`src/rtl/sm_alu_pkg.sv`:
```
`default_nettype none
// ============================================================================
//  Module   : sm_alu_pkg
//  Purpose  : Shared definitions for the sign-magnitude mantissa datapath.
//             - operation encodings for the resolved add/sub
//             - elaboration-time clog2 helper used to size count outputs
//             - effective-operation decode from {sign_a, symbol, sign_b}
//  Ports    : none (package)
//  Revision : 1.0  initial release
// ============================================================================
package sm_alu_pkg;

   localparam logic OP_ADD = 1'b0;
   localparam logic OP_SUB = 1'b1;

   // Ceiling log2, usable in parameter expressions. clog2(1) = 0.
   // The loop stops at bit 30 so the signed shift never goes negative.
   function automatic int clog2(input int value);
      int r;
      r = 0;
      for (int i = 0; i < 31; i++) begin
         if ((1 << i) < value) r = i + 1;
      end
      return r;
   endfunction

   // A subtraction of like signs, or an addition of unlike signs, is a
   // magnitude subtraction; everything else adds magnitudes.
   function automatic logic eff_op(input logic sign_a,
                                   input logic symbol,
                                   input logic sign_b);
      return sign_a ^ symbol ^ sign_b;
   endfunction

endpackage
`default_nettype wire

```
`src/rtl/sm_lzc.sv`:
```
`default_nettype none
// ============================================================================
//  Module   : sm_lzc
//  Purpose  : Combinational leading-zero counter. All-zero input returns N.
//  Ports    : in  [N-1:0]      value to scan (bit N-1 is the MSB)
//             cnt [OUT_W-1:0]  number of zeros above the highest set bit
//  Revision : 1.0  initial release
// ============================================================================
module sm_lzc
   import sm_alu_pkg::*;
#(
   parameter int N     = 25,
   parameter int OUT_W = clog2(N + 1)
) (
   input  logic [N-1:0]     in,
   output logic [OUT_W-1:0] cnt
);

   logic [OUT_W-1:0] w_cnt;

   // Scan upward so the highest set bit is the last one to write the count.
   always_comb begin
      w_cnt = OUT_W'(N);
      for (int i = 0; i < N; i++) begin
         if (in[i]) w_cnt = OUT_W'(N - 1 - i);
      end
   end

   assign cnt = w_cnt;

endmodule
`default_nettype wire

```
`src/rtl/sm_addsub_pipe.sv`:
```
`default_nettype none
// ============================================================================
//  Module   : sm_addsub_pipe
//  Purpose  : Two-stage sign-magnitude mantissa adder/subtractor with
//             valid/ready on both sides, one op per cycle.
//             Stage 1 registers sum, both differences and decoded op;
//             stage 2 picks the magnitude, resolves sign/zero, counts LZ.
//  Ports    : clk, rst_n              clock, synchronous active-low reset
//             in_valid / in_ready     input handshake
//             a, b [W-1:0]            aligned magnitudes
//             sign_a, sign_b, symbol  operand signs, 0 = A+B / 1 = A-B
//             rm_neg                  sign given to an exact-zero difference
//             in_tag / out_tag        opaque tag carried with the op
//             out_valid / out_ready   output handshake
//             out [W:0]               magnitude, bit W = carry of addition
//             sign_out, zero, lzc     sign, out==0, leading zeros of out
//  Revision : 1.0  initial release
// ============================================================================
module sm_addsub_pipe
   import sm_alu_pkg::*;
#(
   parameter int W     = 24,
   parameter int TAG_W = 4,
   parameter int LZC_W = clog2(W + 2)
) (
   input  logic             clk,
   input  logic             rst_n,
   input  logic             in_valid,
   output logic             in_ready,
   input  logic [W-1:0]     a,
   input  logic [W-1:0]     b,
   input  logic             sign_a,
   input  logic             sign_b,
   input  logic             symbol,
   input  logic             rm_neg,
   input  logic [TAG_W-1:0] in_tag,
   output logic             out_valid,
   input  logic             out_ready,
   output logic [W:0]       out,
   output logic             sign_out,
   output logic             zero,
   output logic [LZC_W-1:0] lzc,
   output logic [TAG_W-1:0] out_tag
);

   // ---------------- handshake ----------------
   logic w_adv1, w_adv2, w_accept;
   logic r_v1, r_v2;

   assign w_adv2   = !r_v2 || out_ready;
   assign w_adv1   = !r_v1 || w_adv2;
   assign w_accept = in_valid && w_adv1;
   assign in_ready = w_adv1;

   // ---------------- stage 1 ----------------
   logic [W:0]       w_sum, w_diff_ab;
   logic [W-1:0]     w_diff_ba;
   logic [W:0]       r_sum, r_diff_ab;
   logic [W-1:0]     r_diff_ba;
   logic             r_eff_sub, r_sign_a, r_rm_neg;
   logic [TAG_W-1:0] r_tag1;

   // Bit W of the extended a-b is the borrow, i.e. b > a.
   assign w_sum     = {1'b0, a} + {1'b0, b};
   assign w_diff_ab = {1'b0, a} - {1'b0, b};
   assign w_diff_ba = b - a;

   always_ff @(posedge clk) begin
      if (!rst_n) begin
         r_v1      <= 1'b0;
         r_sum     <= '0;
         r_diff_ab <= '0;
         r_diff_ba <= '0;
         r_eff_sub <= 1'b0;
         r_sign_a  <= 1'b0;
         r_rm_neg  <= 1'b0;
         r_tag1    <= '0;
      end else if (w_adv1) begin
         r_v1 <= w_accept;
         if (w_accept) begin
            r_sum     <= w_sum;
            r_diff_ab <= w_diff_ab;
            r_diff_ba <= w_diff_ba;
            r_eff_sub <= eff_op(sign_a, symbol, sign_b);
            r_sign_a  <= sign_a;
            r_rm_neg  <= rm_neg;
            r_tag1    <= in_tag;
         end
      end
   end

   // ---------------- stage 2 ----------------
   logic             w_borrow, w_zero, w_sign;
   logic [W:0]       w_mag;
   logic [LZC_W-1:0] w_lzc;

   assign w_borrow = r_diff_ab[W];

   always_comb begin
      w_mag = r_sum;
      if (r_eff_sub == OP_SUB) begin
         w_mag = w_borrow ? {1'b0, r_diff_ba} : {1'b0, r_diff_ab[W-1:0]};
      end
   end

   assign w_zero = (w_mag == '0);

   // Only an exact cancellation takes its sign from the rounding mode; a
   // zero sum of two zero magnitudes keeps the sign of A.
   always_comb begin
      w_sign = r_sign_a;
      if (r_eff_sub == OP_SUB) begin
         w_sign = w_zero ? r_rm_neg : (r_sign_a ^ w_borrow);
      end
   end

   sm_lzc #(.N(W + 1), .OUT_W(LZC_W)) u_lzc (
      .in  (w_mag),
      .cnt (w_lzc)
   );

   logic [W:0]       r_out;
   logic             r_sign_out, r_zero;
   logic [LZC_W-1:0] r_lzc;
   logic [TAG_W-1:0] r_out_tag;

   always_ff @(posedge clk) begin
      if (!rst_n) begin
         r_v2       <= 1'b0;
         r_out      <= '0;
         r_sign_out <= 1'b0;
         r_zero     <= 1'b0;
         r_lzc      <= '0;
         r_out_tag  <= '0;
      end else if (w_adv2) begin
         r_v2 <= r_v1;
         if (r_v1) begin
            r_out      <= w_mag;
            r_sign_out <= w_sign;
            r_zero     <= w_zero;
            r_lzc      <= w_lzc;
            r_out_tag  <= r_tag1;
         end
      end
   end

   assign out_valid = r_v2;
   assign out       = r_out;
   assign sign_out  = r_sign_out;
   assign zero      = r_zero;
   assign lzc       = r_lzc;
   assign out_tag   = r_out_tag;

endmodule
`default_nettype wire
```
`config.mk`:
```
export PLATFORM = sky130hd
export DESIGN_NAME = sm_addsub_pipe
export DESIGN_NICKNAME = d
export VERILOG_FILES = /design/src/rtl/sm_alu_pkg.sv /design/src/rtl/sm_lzc.sv /design/src/rtl/sm_addsub_pipe.sv
export SDC_FILE = /design/constraint.sdc
export NUM_CORES = 1
export LEC_CHECK = 0
export ABC_AREA = 1
export BUFFER_PORTS_ARGS = -buffer_cell sky130_fd_sc_hd__buf_2
export CAP_MARGIN = 10
export CELL_PAD_IN_SITES_DETAIL_PLACEMENT = 2
export CELL_PAD_IN_SITES_GLOBAL_PLACEMENT = 2
export CORE_ASPECT_RATIO = 2
export CORE_MARGIN = 1
export CORE_UTILIZATION = 35
export DETAILED_ROUTE_END_ITERATION = 7
export HOLD_SLACK_MARGIN = 0.06
export PLACE_DENSITY = 0.95
export SYNTH_ARGS = -nofsm -noshare
export SYNTH_HDL_FRONTEND = slang
export SYNTH_SLANG_ARGS = --single-unit
```
`constraint.sdc`:
```
create_clock -name clk -period 4.8 [get_ports clk]
set_input_delay 0.96 -clock clk [delete_from_list [all_inputs] [get_ports clk]]
set_output_delay 0.96 -clock clk [all_outputs]
set_load 0.05 [all_outputs]
```
# == After elaboration in Yosys (flattened, before gate mapping) ==
# Index checks and enable logic that the tools add are counted.
# classes
reduce_logical,8
add_sub_neg,3
mux,29
bitwise_logic,3
# ops
cell,n
5-bit 2-to-1 mux,16
4-bit 2-to-1 mux,8
24-bit by 24-bit adder with 25-bit output,1
25-bit logical NOT,1
25-bit 2-to-1 mux,1
24-bit by 24-bit subtractor with 25-bit output,1
24-bit 2-to-1 mux,1
24-bit subtractor,1
2-bit AND reduction,2
1-bit 2-to-1 mux,3
1-bit XOR,3
1-bit logical NOT,2
1-bit logical OR,2
1-bit logical AND,1
# word_totals
output_inout_bits,38
in_bits,60
register_bits,119
word_cells,57

# == Longest topological paths before layout ==
# Gate-level depths: netlist of run 1.
# depth
depth_word,27
ltp_mapped,28
depth_no_buf,28

# == Hierarchy ==
# From an unflattened synthesis of run 1, not the netlist that was laid out.
# unflattened
hier_cells,1551
hier_area_um2,9590.4
# modules_own_cells
module,seq_area_each_um2,instances,area_per_inst_um2,cells_each
sm_addsub_pipe,2342.2,1,9268.9,1475
sm_lzc,0.0,1,321.6,76

# == Worst setup path after synthesis of run 1 ==
# OpenSTA, ideal clock, no wires.
# synth_timing
path_type,input to register
from,input a[0]
to,register r_sum[22]
setup_time_ps,113
path_buffers,0
stages,23
setup_slack_ps,1753
t_required_ps,4687
arrival_time_ps,2934
cell_sequence,ha_1 -> inv_1 -> fa_1 -> nor2_1 -> o21ai_1 -> nand2_1 -> nand3_1 -> nand2_1 -> nand3_1 -> nand2_1 -> nand3_1 -> nand2_2 -> a21oi_2 -> inv_1 -> a21oi_2 -> inv_1 -> nand2_1 -> nand2_1 -> nand2_1 -> nand2_1 -> xor2_1 -> o21ai_1 -> inv_1
# synth_via
elab_chain_len,1
# synth_rtl
item,line_no,source
"start, declared",sm_addsub_pipe.sv:30,"input logic [W-1:0] a,"
24-bit by 24-bit adder with 25-bit output,sm_addsub_pipe.sv:64,"assign w_sum = {1'b0, a} + {1'b0, b};"
"end signal, assigned",sm_addsub_pipe.sv:81,r_sum <= w_sum;
"end, declared",sm_addsub_pipe.sv:58,"logic [W:0] r_sum, r_diff_ab;"
# Every way passes these cells.
# A chain may end at the register's enable or synchronous reset.

# == Worst setup path in the final report of run 1 ==
# layout_timing
from,input a[2]
to,register r_sum[21]
# Same word-level chain as after synthesis.

==> flow_metrics.py, run 1 <==
metrics = {
    "clock_tree": {
        "cts_setup_buffers": 0,
        "clk_latency_ns": 0.44,
        "hold_buffers": 0,
        "cts_max_path_buffers": 2,
        "cts.reportedPaths.clkPinSlew_ns": 0.06,
        "cts_buffers": 17,
        "h-tree-depth": 4,
        "cts_resized": 0,
        "cts_sinks": 117,
        "cts_root_buf": "clkbuf_16",
        "cts_tree": "built",
    },
    "detailed_routing": {
        "drtIter0Drc": 510,
        "dr.pass1.iters": 5,
        "vias_per_cell": 5.67,
        "wl_per_cell_um": 23.6,
        "vias": 8932,
        "wirelength_um": 37300,
        "route.detailed.drc": 0,
        "ant_nets": 0,
    },
    "global_route": {
        "grt_overflow": 0,
        "grt_max_degree": 70,
        "grt_pass1_vias": 10200,
        "antenna_found_initial": 0,
        "grt_pass1_wl_um": 57800,
        "grtUsageTotal_pct": 30.8,
    },
    "worst_hold_path": {
        "hp-class": "flop to flop",
    },
    "sta": {
        "hold_violations": 0,
        "hold_ws_ns": 0.481,
        "rsz0062_at_grt": "false",
        "final-setup-viol-count": 0,
        "max_freq_mhz": 246,
        "fin_crit_sh_pct": 84.8,
        "min_period_ns": 4.07,
        "worst_slew_pin_slew_ns": 1.00,
        "max_slew_margin_pct": 33.2,
        "skew_ns": 0.0154,
        "slew_violations": 0,
        "tns_ns": 0,
    },
    "floorplan": {
        "core_sq_um": 23200,
        "die_area_sq_um": 24300,
        "io-pin-count": 98,
        "die_w_um": 111,
        "num_rows": 79,
        "start_util_pct": 35.6,
        "die_h_um": 219,
    },
    "logic_synthesis": {
        "async_reset_ff_share_pct": 0,
        "yosysUniqueCellTypes": 47,
        "synthesis.nets": 1350,
        "syn_inst": 1216,
        "yosysSeqAreaShare_pct": 28.4,
        "postSynthAreaPerCell_sq_um": 6.79,
        "netlist_area_sq_um": 8260,
        "synth_seq_cells": 117,
        "synthSimpleGateAreaFrac_pct": 15.2,
        "synth-edff-count": 0,
        "synth.area.mux_share_pct": 0,
        "synth_top_family_by_area": "compound AO/OA/AOI/OAI gates",
        "synthXorXnorAreaFrac_pct": 4.77,
        "synthAdderAreaFrac_pct": 11.5,
        "synth_compound_area_share_pct": 26.9,
        "yosysWarnings": 0,
        "synthFlopType": "dfxtp_1",
    },
    "place": {
        "hpwl_um": 25400,
        "io_buffers": 97,
        "gp_congestion": 0.869,
        "dpl.cell_count": 1544,
    },
    "power_and_ir_drop": {
        "power_frac_seq_pct": 31.0,
        "p_total_mw": 3.64,
        "combPwrFrac_pct": 28.3,
        "leakagePower_nw": 4.87,
        "power.internal_mw": 2.31,
        "pwr-share-clk_pct": 40.8,
        "power.net_switching_mw": 1.33,
        "swShare_pct": 36.6,
        "irDropWorstVdd_mv": 0.322,
        "cellPowerDensity_nw_per_um2": 382,
    },
    "critical_path": {
        "cp.arrival_ns": 4.38,
        "path_class": "input pin to flop",
        "r2r-end": "lzc[0]",
        "reg2reg_slack_ns": 1.17,
        "crit_end": "r_sum[21]",
        "worst_path_most_repeated_cell": "nand2_1",
        "critPathCaptureType": "flop",
        "crit_fanout": 10,
        "path_delay_family": "compound AO/OA/AOI/OAI gates",
        "path_buf_inv": 6,
        "r2r_cells": 27,
        "crit_chain": "buf_2 -> inv_1 -> ha_1 -> inv_1 -> a21oi_1 -> nand2_1 -> nand2_1 -> nand2_1 -> nand2_1 -> nand2_1 -> nand2_1 -> nand2_1 -> a21oi_1 -> inv_1 -> a21oi_1 -> inv_1 -> nand3_1 -> nand2_1 -> a21oi_1 -> o21ai_0 -> o211ai_1 -> inv_1",
        "r2r_start": "r_eff_sub",
        "cp_data_required_time_ns": 5.10,
        "critPathSlowestCell": "ha_1",
        "cp-startpoint": "a[2]",
        "path_depth": 22,
        "start_kind": "input pin",
        "slowest_delay_ns": 0.48,
    },
    "job": {
        "drv_cap": 0,
    },
    "layout": {
        "regArea_sq_um": 2340,
        "drive_gt1_share_pct": 13.2,
        "fin_nets": 1414,
        "final_cell_mix": "209 x inv_1, 151 x a21oi_1, 143 x nand2_1",
        "antenna_cells": 0,
        "final.fill_count": 2749,
        "multi_input_area_sq_um": 4820,
        "final_common_cell": "inv_1",
        "layout.cells.non_filler": 1576,
        "area_delta_synth_final_pct": 15.5,
    },
    "outcome": {
        "status": "completed",
    },
}
-- cell usage after synthesis, types with 2 or more instances --
cell      count  share of area [%]
a211oi_1      4               0.36
a21boi_0      2               0.18
a21oi_1     151                9.2
a21oi_2       7               0.74
a311oi_1      2               0.21
a31oi_1       6               0.45
buf_2         4               0.24
buf_4         2               0.18
buf_6         3               0.41
buf_8         3               0.55
clkbuf_1     47                2.1
dfxtp_1     117                 28
fa_1          3               0.73
ha_1         71                 11
inv_1       211                9.6
inv_2         3               0.14
nand2_1     144                6.5
nand2_2       4               0.30
nand3_1      20                1.2
nor2_1      133                6.0
nor2_2        2               0.15
nor3_1        6               0.36
nor4_1        2               0.15
o211ai_1     11                1.0
o21a_1        8               0.73
o21ai_0     142                8.6
o21ai_1      14               0.85
o21ai_2       9               0.95
o21bai_1      3               0.27
o221ai_1     21                2.2
o31ai_1       2               0.18
xnor2_1       3               0.32
xor2_1       42                4.5
-- power groups by stage --
stage                     Combinational, mW  Clock, mW  Sequential [mW]
after global routing                   1.10       1.53             1.13
final                                  1.03       1.48             1.13
after global placement                0.898          0             1.13
after detailed placement              0.961          0             1.14
after CTS                              1.02       1.50             1.13
after floorplan                       0.576          0             1.19
-- metrics by stage --
step / utilization (%) / cell area [sq um] / setup slack (ns)
after floorplan: - / 8260 / 1.75
after global placement: 38.2 / 8870 / 0.875
after detailed placement: 38.2 / 8870 / 0.779
after CTS: 41.1 / 9540 / 0.838
after global routing: 41.1 / 9540 / 0.550
final: 41.1 / 9540 / 0.729
-- worst min-delay path: cells and delay by family (launching register included) --
family / cells / cell delay (ns)
flops: 1 / 0.31
compound gates: 1 / 0.06
simple gates: 1 / 0.06
-- how the worst min path moves through the flow --
stage,from,end,slack [ns],cells after the start
6_report,lzc[0],lzc[0],0.48,2
2_1_floorplan,r_tag1[0],r_tag1[0],0.45,2
3_5_place_dp,lzc[2],lzc[2],0.47,2
3_3_place_gp,lzc[2],lzc[2],0.45,2
5_1_grt,lzc[3],lzc[3],0.52,2
4_1_cts,lzc[0],lzc[0],0.48,2
-- final cells by class --
| cell class | instances | share of cell area [%] |
|---|---|---|
| well taps | 283 | 3.71 |
| repair buffers | 105 | 5.72 |
| multi-input cells | 824 | 50.5 |
| inverters | 215 | 8.46 |
| clock buffers | 21 | 4.93 |
| flip-flops and latches | 117 | 24.6 |
| clock inverters | 11 | 2.06 |
-- state kept, by name (all words and copies together), names as in the netlist, 4 cells and up --
register,count
out,25
r_diff_ab,24
r_diff_ba,24
r_sum,24
lzc,5
out_tag,4
r_tag1,4
-- metal layers --
| layer | vias up | part of all wire, % | wire length [um] | global-route usage (%) |
|---|---|---|---|---|
| met3 | 156 | 3.1 | 1150 | 3.98 |
| met2 | 284 | 54 | 20200 | 59.1 |
| met5 | - | 0 | 0 | 0 |
| met1 | 4419 | 35 | 13200 | 29.7 |
| li1 | 4073 | - | - | - |
| met4 | 0 | 7.3 | 2730 | 22.7 |
-- logic make-up after synthesis --
logic type / Yosys count
buffers and inverters: 275
AOI/OAI and AO/OA: 390
adders and majority gates: 74
xor gates and xnor gates: 45
DFF: 117
and+or+nand+nor: 315
(Power assumes the default switching activity.)
==> run 2, diff against run 1 <==
--- a/config.mk
+++ b/config.mk
@@ -5,17 +5,17 @@
 export SDC_FILE = /design/constraint.sdc
 export NUM_CORES = 1
 export LEC_CHECK = 0
-export ABC_AREA = 1
+export ABC_AREA = 0
 export BUFFER_PORTS_ARGS = -buffer_cell sky130_fd_sc_hd__buf_2
 export CAP_MARGIN = 10
 export CELL_PAD_IN_SITES_DETAIL_PLACEMENT = 2
 export CELL_PAD_IN_SITES_GLOBAL_PLACEMENT = 2
 export CORE_ASPECT_RATIO = 2
 export CORE_MARGIN = 1
-export CORE_UTILIZATION = 35
+export CORE_UTILIZATION = 34
 export DETAILED_ROUTE_END_ITERATION = 7
 export HOLD_SLACK_MARGIN = 0.06
-export PLACE_DENSITY = 0.95
+export PLACE_DENSITY = 0.91
 export SYNTH_ARGS = -nofsm -noshare
 export SYNTH_HDL_FRONTEND = slang
 export SYNTH_SLANG_ARGS = --single-unit
==> constraint.sdc (replaced) <==
create_clock -name clk -period 4 [get_ports clk]
set_input_delay 0.8 -clock clk [delete_from_list [all_inputs] [get_ports clk]]
set_output_delay 0.8 -clock clk [all_outputs]
set_load 0.05 [all_outputs]
==> run 2 against run 1 <==
Net effect: setup slack worse by 0.21 ns; register-to-register slack worse by 0.19 ns; design area is 4.4% higher; sequential power is 19% higher; critical path depth is 10 lower; highest routed layer unchanged; combinational power is 24% higher; critical endpoint is now r_diff_ba[20]; final cell count is 1.1% lower; core utilization is 0.31 points lower; clock skew is 0.0082 ns lower; sequential cell count stayed put; via count is 1.4% lower.
==> flow_metrics.py, run 2 <==
metrics = {
    "layout": {
        "fin_util_pct": 40.7,
        "antenna_cells": 0,
        "final_cell_area_sq_um": 9950,
        "final_cell_mix": "134 x a21oi_1, 126 x nor2_1, 124 x nand2_1",
        "largest_reg_flops": 25,
        "fin_nets": 1348,
        "final.fill_count": 2845,
        "drive_gt1_share_pct": 15.6,
        "area_delta_synth_final_pct": 17.4,
        "final_common_cell": "a21oi_1",
    },
    "critical_path": {
        "reg2reg_slack_ns": 0.98,
        "path_class": "input pin to flop",
        "critPathCaptureType": "flop",
        "r2r-end": "sign_out",
        "crit_fanout": 3,
        "r2r_cells": 9,
        "start_kind": "input pin",
        "r2r_start": "r_diff_ab[24]",
        "slowest_delay_ns": 0.47,
        "worst_path_most_repeated_cell": "o21ai_0",
        "critPathSlowestCell": "o21ai_0",
        "cp_data_required_time_ns": 4.31,
        "cp.arrival_ns": 3.79,
        "crit_chain": "buf_2 -> inv_1 -> ha_1 -> fa_1 -> nor2b_1 -> o21ai_0 -> nand3_1 -> a41oi_1 -> o21ai_0 -> a31oi_1 -> xnor2_1 -> o21ai_0",
    },
    "detailed_routing": {
        "routed.top_layer": "met4",
        "route.met3.wl_um": 1010,
        "ant_nets": 0,
        "wl_met1_um": 13200,
        "drtIter0Drc": 476,
        "vias_per_cell": 5.65,
        "met2_length_um": 18200,
        "dr.pass1.iters": 4,
        "wirelength_um": 34500,
        "wl_per_cell_um": 22.1,
        "vias": 8810,
        "route.detailed.drc": 0,
    },
    "logic_synthesis": {
        "synthXorXnorAreaFrac_pct": 4.34,
        "syn_inst": 1135,
        "synthAdderAreaFrac_pct": 11.2,
        "yosysTopAreaCell": "dfxtp_1",
        "synthSimpleGateAreaFrac_pct": 20.4,
        "yosysTopAreaCellShare_pct": 27.6,
        "synth-edff-count": 0,
        "synth.most_common_cell": "a21oi_1",
        "async_reset_ff_share_pct": 0,
        "synth_common_cells": "134 x a21oi_1, 126 x nor2_1, 125 x nand2_1, 117 x dfxtp_1, 77 x inv_1",
        "synth_compound_area_share_pct": 24.6,
        "synth_area_leaders": "dfxtp_1 28%, ha_1 10%, a21oi_1 7.9%, nor2_1 5.6%, nand2_1 5.5%",
        "postSynthAreaPerCell_sq_um": 7.47,
        "synth.area.mux_share_pct": 4.89,
        "synth_seq_cells": 117,
        "yosysWarnings": 0,
        "netlist_area_sq_um": 8470,
        "synthFlopType": "dfxtp_1",
        "synth_top_family_by_area": "compound AO/OA/AOI/OAI gates",
        "synthesis.nets": 1269,
        "yosysUniqueCellTypes": 72,
        "yosysSeqAreaShare_pct": 27.6,
    },
    "clock_tree": {
        "cts.reportedPaths.clkPinSlew_ns": 0.06,
        "cts_max_path_buffers": 2,
        "cts_root_buf": "clkbuf_16",
        "cts_sinks": 117,
        "cts_setup_buffers": 0,
        "h-tree-depth": 4,
        "cts_buffers": 17,
        "hold_buffers": 0,
        "clk_latency_ns": 0.44,
        "cts_tree": "built",
        "cts_resized": 0,
    },
    "floorplan": {
        "core_sq_um": 24400,
        "die_area_sq_um": 25600,
        "start_util_pct": 34.7,
        "num_rows": 81,
        "die_h_um": 225,
        "io-pin-count": 98,
        "die_w_um": 114,
    },
    "place": {
        "io_buffers": 97,
        "placed_area_sq_um": 9350,
        "hpwl_um": 24700,
        "gp_congestion": 0.945,
        "dpl_worst_slack_ns": 0.314,
    },
    "power_and_ir_drop": {
        "pwr-share-clk_pct": 38.1,
        "power.net_switching_mw": 1.50,
        "combPwrFrac_pct": 30.2,
        "power.internal_mw": 2.73,
        "leakagePower_nw": 4.37,
        "swShare_pct": 35.5,
        "power_frac_seq_pct": 31.7,
        "cellPowerDensity_nw_per_um2": 425,
        "irDropWorstVdd_mv": 0.317,
    },
    "sta": {
        "skew_ns": 0.00721,
        "final-setup-viol-count": 0,
        "tns_ns": 0,
        "min_period_ns": 3.48,
        "worst_slew_pin_slew_ns": 1.04,
        "rsz0062_at_grt": "false",
        "max_freq_mhz": 287,
        "hold_ws_ns": 0.455,
        "max_slew_margin_pct": 30.4,
        "slew_violations": 0,
        "fin_crit_sh_pct": 87.0,
        "finalWorstSetupSlack_ns": 0.520,
        "hold_violations": 0,
    },
    "global_route": {
        "grt_pass1_wl_um": 53900,
        "grt_pass1_vias": 9668,
        "grt_max_degree": 49,
        "grt_overflow": 0,
        "antenna_found_initial": 0,
        "grtUsageTotal_pct": 27.7,
    },
    "worst_hold_path": {
        "hp-start": "out[7]",
        "holdPathStages": 2,
        "hp-class": "flop to flop",
        "holdPathEnd": "out[7]",
    },
    "job": {
        "drv_cap": 0,
    },
    "outcome": {
        "status": "completed",
    },
}
-- run 2: cell count changes in the layout (fill, tap and decap cells not counted), sizes merged, moves of 23 or more --
cell and change:
nand2 -23, inv -138, a21oi -23, buf +26, mux2i +35, o21ai -112
xor2 -40, xnor2 +37, a21o +27
-- run 2: cell type report --
type / instances / area, sq um / area share (%)
Clock buffer: 22 / 474 / 4.77
Inverter: 77 / 289 / 2.90
Tap cell: 332 / 415 / 4.17
Sequential cell: 117 / 2340 / 23.5
Clock inverter: 10 / 128 / 1.28
Multi-Input combinational cell: 870 / 5550 / 55.8
Timing Repair Buffer: 131 / 753 / 7.57
-- run 2: worst max-delay path by stage --
stage	start	end	slack, ns	cells past startpoint
after global placement	a[1]	r_diff_ab[19]	0.40	13
after CTS	b[0]	r_diff_ba[20]	0.63	12
after floorplan	a[10]	r_sum[23]	0.95	10
after global routing	a[2]	r_sum[18]	0.37	12
final	b[0]	r_diff_ba[20]	0.52	12
after detailed placement	a[2]	r_diff_ba[20]	0.31	11
-- run 2: logic make-up after synthesis --
logic type	Yosys count
buffers and inverters	148
adders and majority gates	74
muxes	39
AOI/OAI and AO/OA	333
DFF	117
xor gates and xnor gates	42
and+or+nand+nor	382
-- run 2: worst max-delay path: cells and delay by family --
kind	cells	cell delay, ns
buffers and inverters	2	0.18
and+or+nand+nor	2	0.51
AOI/OAI and AO/OA	5	1.51
adders and majority gates	2	0.61
xor gates and xnor gates	1	0.18
-- run 2: routing by layer --
metal / vias to the layer above / track usage, %
li1: 4100 / -
met1: 4366 / 28.6
met2: 233 / 51.2
met3: 111 / 3.66
met4: 0 / 18.3
met5: - / 0
-- run 2: power by group through the flow --
stage                     clock network, mW  registers [mW]  logic (mW)
after floorplan                           0            1.39       0.766
after global placement                    0            1.34        1.17
after detailed placement                  0            1.35        1.22
after CTS                              1.62            1.34        1.27
after global routing                   1.67            1.35        1.37
final                                  1.61            1.34        1.28
-- run 2: per-stage QoR --
stage / power [mW] / instances
4_1_cts: 4.23 / 1559
5_1_grt: 4.38 / 1559
2_1_floorplan: 2.16 / 1135
6_report: 4.23 / 1559
3_5_place_dp: 2.58 / 1527
3_3_place_gp: 2.51 / 1527
==> run 3, diff against run 2 <==
--- a/config.mk
+++ b/config.mk
@@ -6,7 +6,7 @@
 export NUM_CORES = 1
 export LEC_CHECK = 0
 export ABC_AREA = 0
-export BUFFER_PORTS_ARGS = -buffer_cell sky130_fd_sc_hd__buf_2
+export BUFFER_PORTS_ARGS = -buffer_cell sky130_fd_sc_hd__buf_4
 export CAP_MARGIN = 10
 export CELL_PAD_IN_SITES_DETAIL_PLACEMENT = 2
 export CELL_PAD_IN_SITES_GLOBAL_PLACEMENT = 2
==> run 3 against run 2 <==
Net effect: sequential power barely moved; via count fell by 0.16%; count of clock-buffer cells in the layout did not move; final cell count rose by 0.26%; worst hold slack improved by 0.0039 ns; non-clock buffer count rose by 4; clock power rose by 7%; global-route usage rose by 0.18 points; register-to-register slack got worse by 0.15 ns; design area rose by 3.3%; die area did not move.
==> flow_metrics.py, run 3 (same netlist as run 2, synthesis figures left out) <==
metrics = {
    "outcome": {
        "status": "completed",
    },
    "layout": {
        "area_delta_synth_final_pct": 21.3,
        "antenna_cells": 0,
        "final_common_cell": "a21oi_1",
        "fin_util_pct": 42.1,
        "final_cell_mix": "134 x a21oi_1, 133 x buf_4, 126 x nor2_1",
        "drive_gt1_share_pct": 15.8,
        "fin_nets": 1352,
        "final.fill_count": 2788,
        "largest_reg_flops": 25,
    },
    "detailed_routing": {
        "ant_nets": 0,
        "vias_per_cell": 5.63,
        "drtIter0Drc": 336,
        "vias": 8796,
        "wirelength_um": 34300,
        "dr.pass1.iters": 4,
        "wl_per_cell_um": 22.0,
        "route.detailed.drc": 0,
    },
    "sta": {
        "worst_slew_pin_slew_ns": 1.04,
        "rsz0062_at_grt": "false",
        "max_freq_mhz": 288,
        "max_slew_margin_pct": 30.1,
        "hold_violations": 0,
        "final-setup-viol-count": 0,
        "skew_ns": 0.00850,
        "min_period_ns": 3.47,
        "finalWorstSetupSlack_ns": 0.528,
        "hold_ws_ns": 0.459,
        "tns_ns": 0,
        "slew_violations": 0,
        "fin_crit_sh_pct": 86.8,
    },
    "clock_tree": {
        "cts.reportedPaths.clkPinSlew_ns": 0.06,
        "h-tree-depth": 4,
        "cts_tree": "built",
        "cts_setup_buffers": 0,
        "cts_root_buf": "clkbuf_16",
        "hold_buffers": 0,
        "cts_max_path_buffers": 2,
        "cts_sinks": 117,
        "cts_resized": 0,
        "clk_latency_ns": 0.43,
        "cts_buffers": 17,
    },
    "critical_path": {
        "critPathSlowestCell": "a2111oi_0",
        "cp.arrival_ns": 3.81,
        "worst_path_most_repeated_cell": "o21bai_1",
        "path_class": "input pin to flop",
        "crit_fanout": 5,
        "path_delay_family": "compound AO/OA/AOI/OAI gates",
        "cp-startpoint": "a[0]",
        "start_kind": "input pin",
        "crit_chain": "buf_4 -> ha_1 -> inv_1 -> fa_1 -> o21bai_1 -> a21oi_1 -> o21bai_1 -> a2111oi_0 -> o21ai_0 -> a21boi_2 -> xnor2_1 -> a211oi_1",
        "r2r_start": "r_diff_ab[24]",
        "slowest_delay_ns": 0.65,
        "path_buf_inv": 2,
        "critPathCaptureType": "flop",
        "cp_data_required_time_ns": 4.34,
    },
    "job": {
        "drv_cap": 0,
    },
    "floorplan": {
        "num_rows": 81,
        "start_util_pct": 34.7,
        "die_h_um": 225,
        "die_area_sq_um": 25600,
        "io-pin-count": 98,
        "core_sq_um": 24400,
        "die_w_um": 114,
    },
    "global_route": {
        "grt_pass1_vias": 9813,
        "grtUsageTotal_pct": 27.9,
        "grt_pass1_wl_um": 54800,
        "antenna_found_initial": 0,
        "grt_max_degree": 57,
        "grt_overflow": 0,
    },
    "place": {
        "io_buffers": 97,
        "dpl_worst_slack_ns": 0.153,
        "gp_congestion": 0.893,
        "hpwl_um": 25200,
    },
    "power_and_ir_drop": {
        "irDropWorstVdd_mv": 0.281,
        "cellPowerDensity_nw_per_um2": 425,
        "leakagePower_nw": 4.47,
    },
    "worst_hold_path": {
        "hp-start": "lzc[2]",
        "hp-class": "flop to flop",
    },
}
run 3: metrics by stage:
stage,power [mW],instances,area [sq um]
CTS,4.39,1563,10300
finish,4.37,1563,10300
detailed placement,2.63,1531,9630
floorplan,2.16,1135,8470
global placement,2.55,1531,9630
global route,4.54,1563,10300
run 3: per-layer routing:
layer	vias to the layer above	wire, um	global-route usage [%]
met2	209	19100	53.6
met5	-	0	0
met1	4399	12800	28.7
met4	0	1630	15.2
li1	4103	-	-
met3	85	806	3.17
run 3: layout make-up:
cell class / count / area, sq um / share of cell area (%)
Clock inverter: 10 / 175 / 1.70
Sequential cell: 117 / 2340 / 22.8
Multi-Input combinational cell: 870 / 5550 / 54.0
Tap cell: 332 / 415 / 4.04
Timing Repair Buffer: 135 / 1040 / 10.1
Clock buffer: 22 / 474 / 4.61
Inverter: 77 / 289 / 2.81
run 3: worst paths after layout:
path / end / slack (ns) / depth (start not counted)
setup / recovery: r_sum[18] / 0.53 / 12
hold / removal: lzc[2] / 0.46 / 2
setup reg to reg: sign_out / 0.83 / 9
hold reg to reg: lzc[2] / 0.46 / 2
run 3: power breakdown:
part           switching (mW)  internal (mW)  total [mW]  leakage, nW
combinational           0.836          0.473        1.31         3.18
clock                   0.571           1.15        1.72        0.324
sequential             0.0744           1.27        1.34        0.962
run 3: tightest hold or removal path: cells and delay by family, from the launching register on:
family           cells  cell delay, ns
AND/OR/NAND/NOR      1            0.05
AO/OA/AOI/OAI        1            0.05
flip-flops           1            0.30
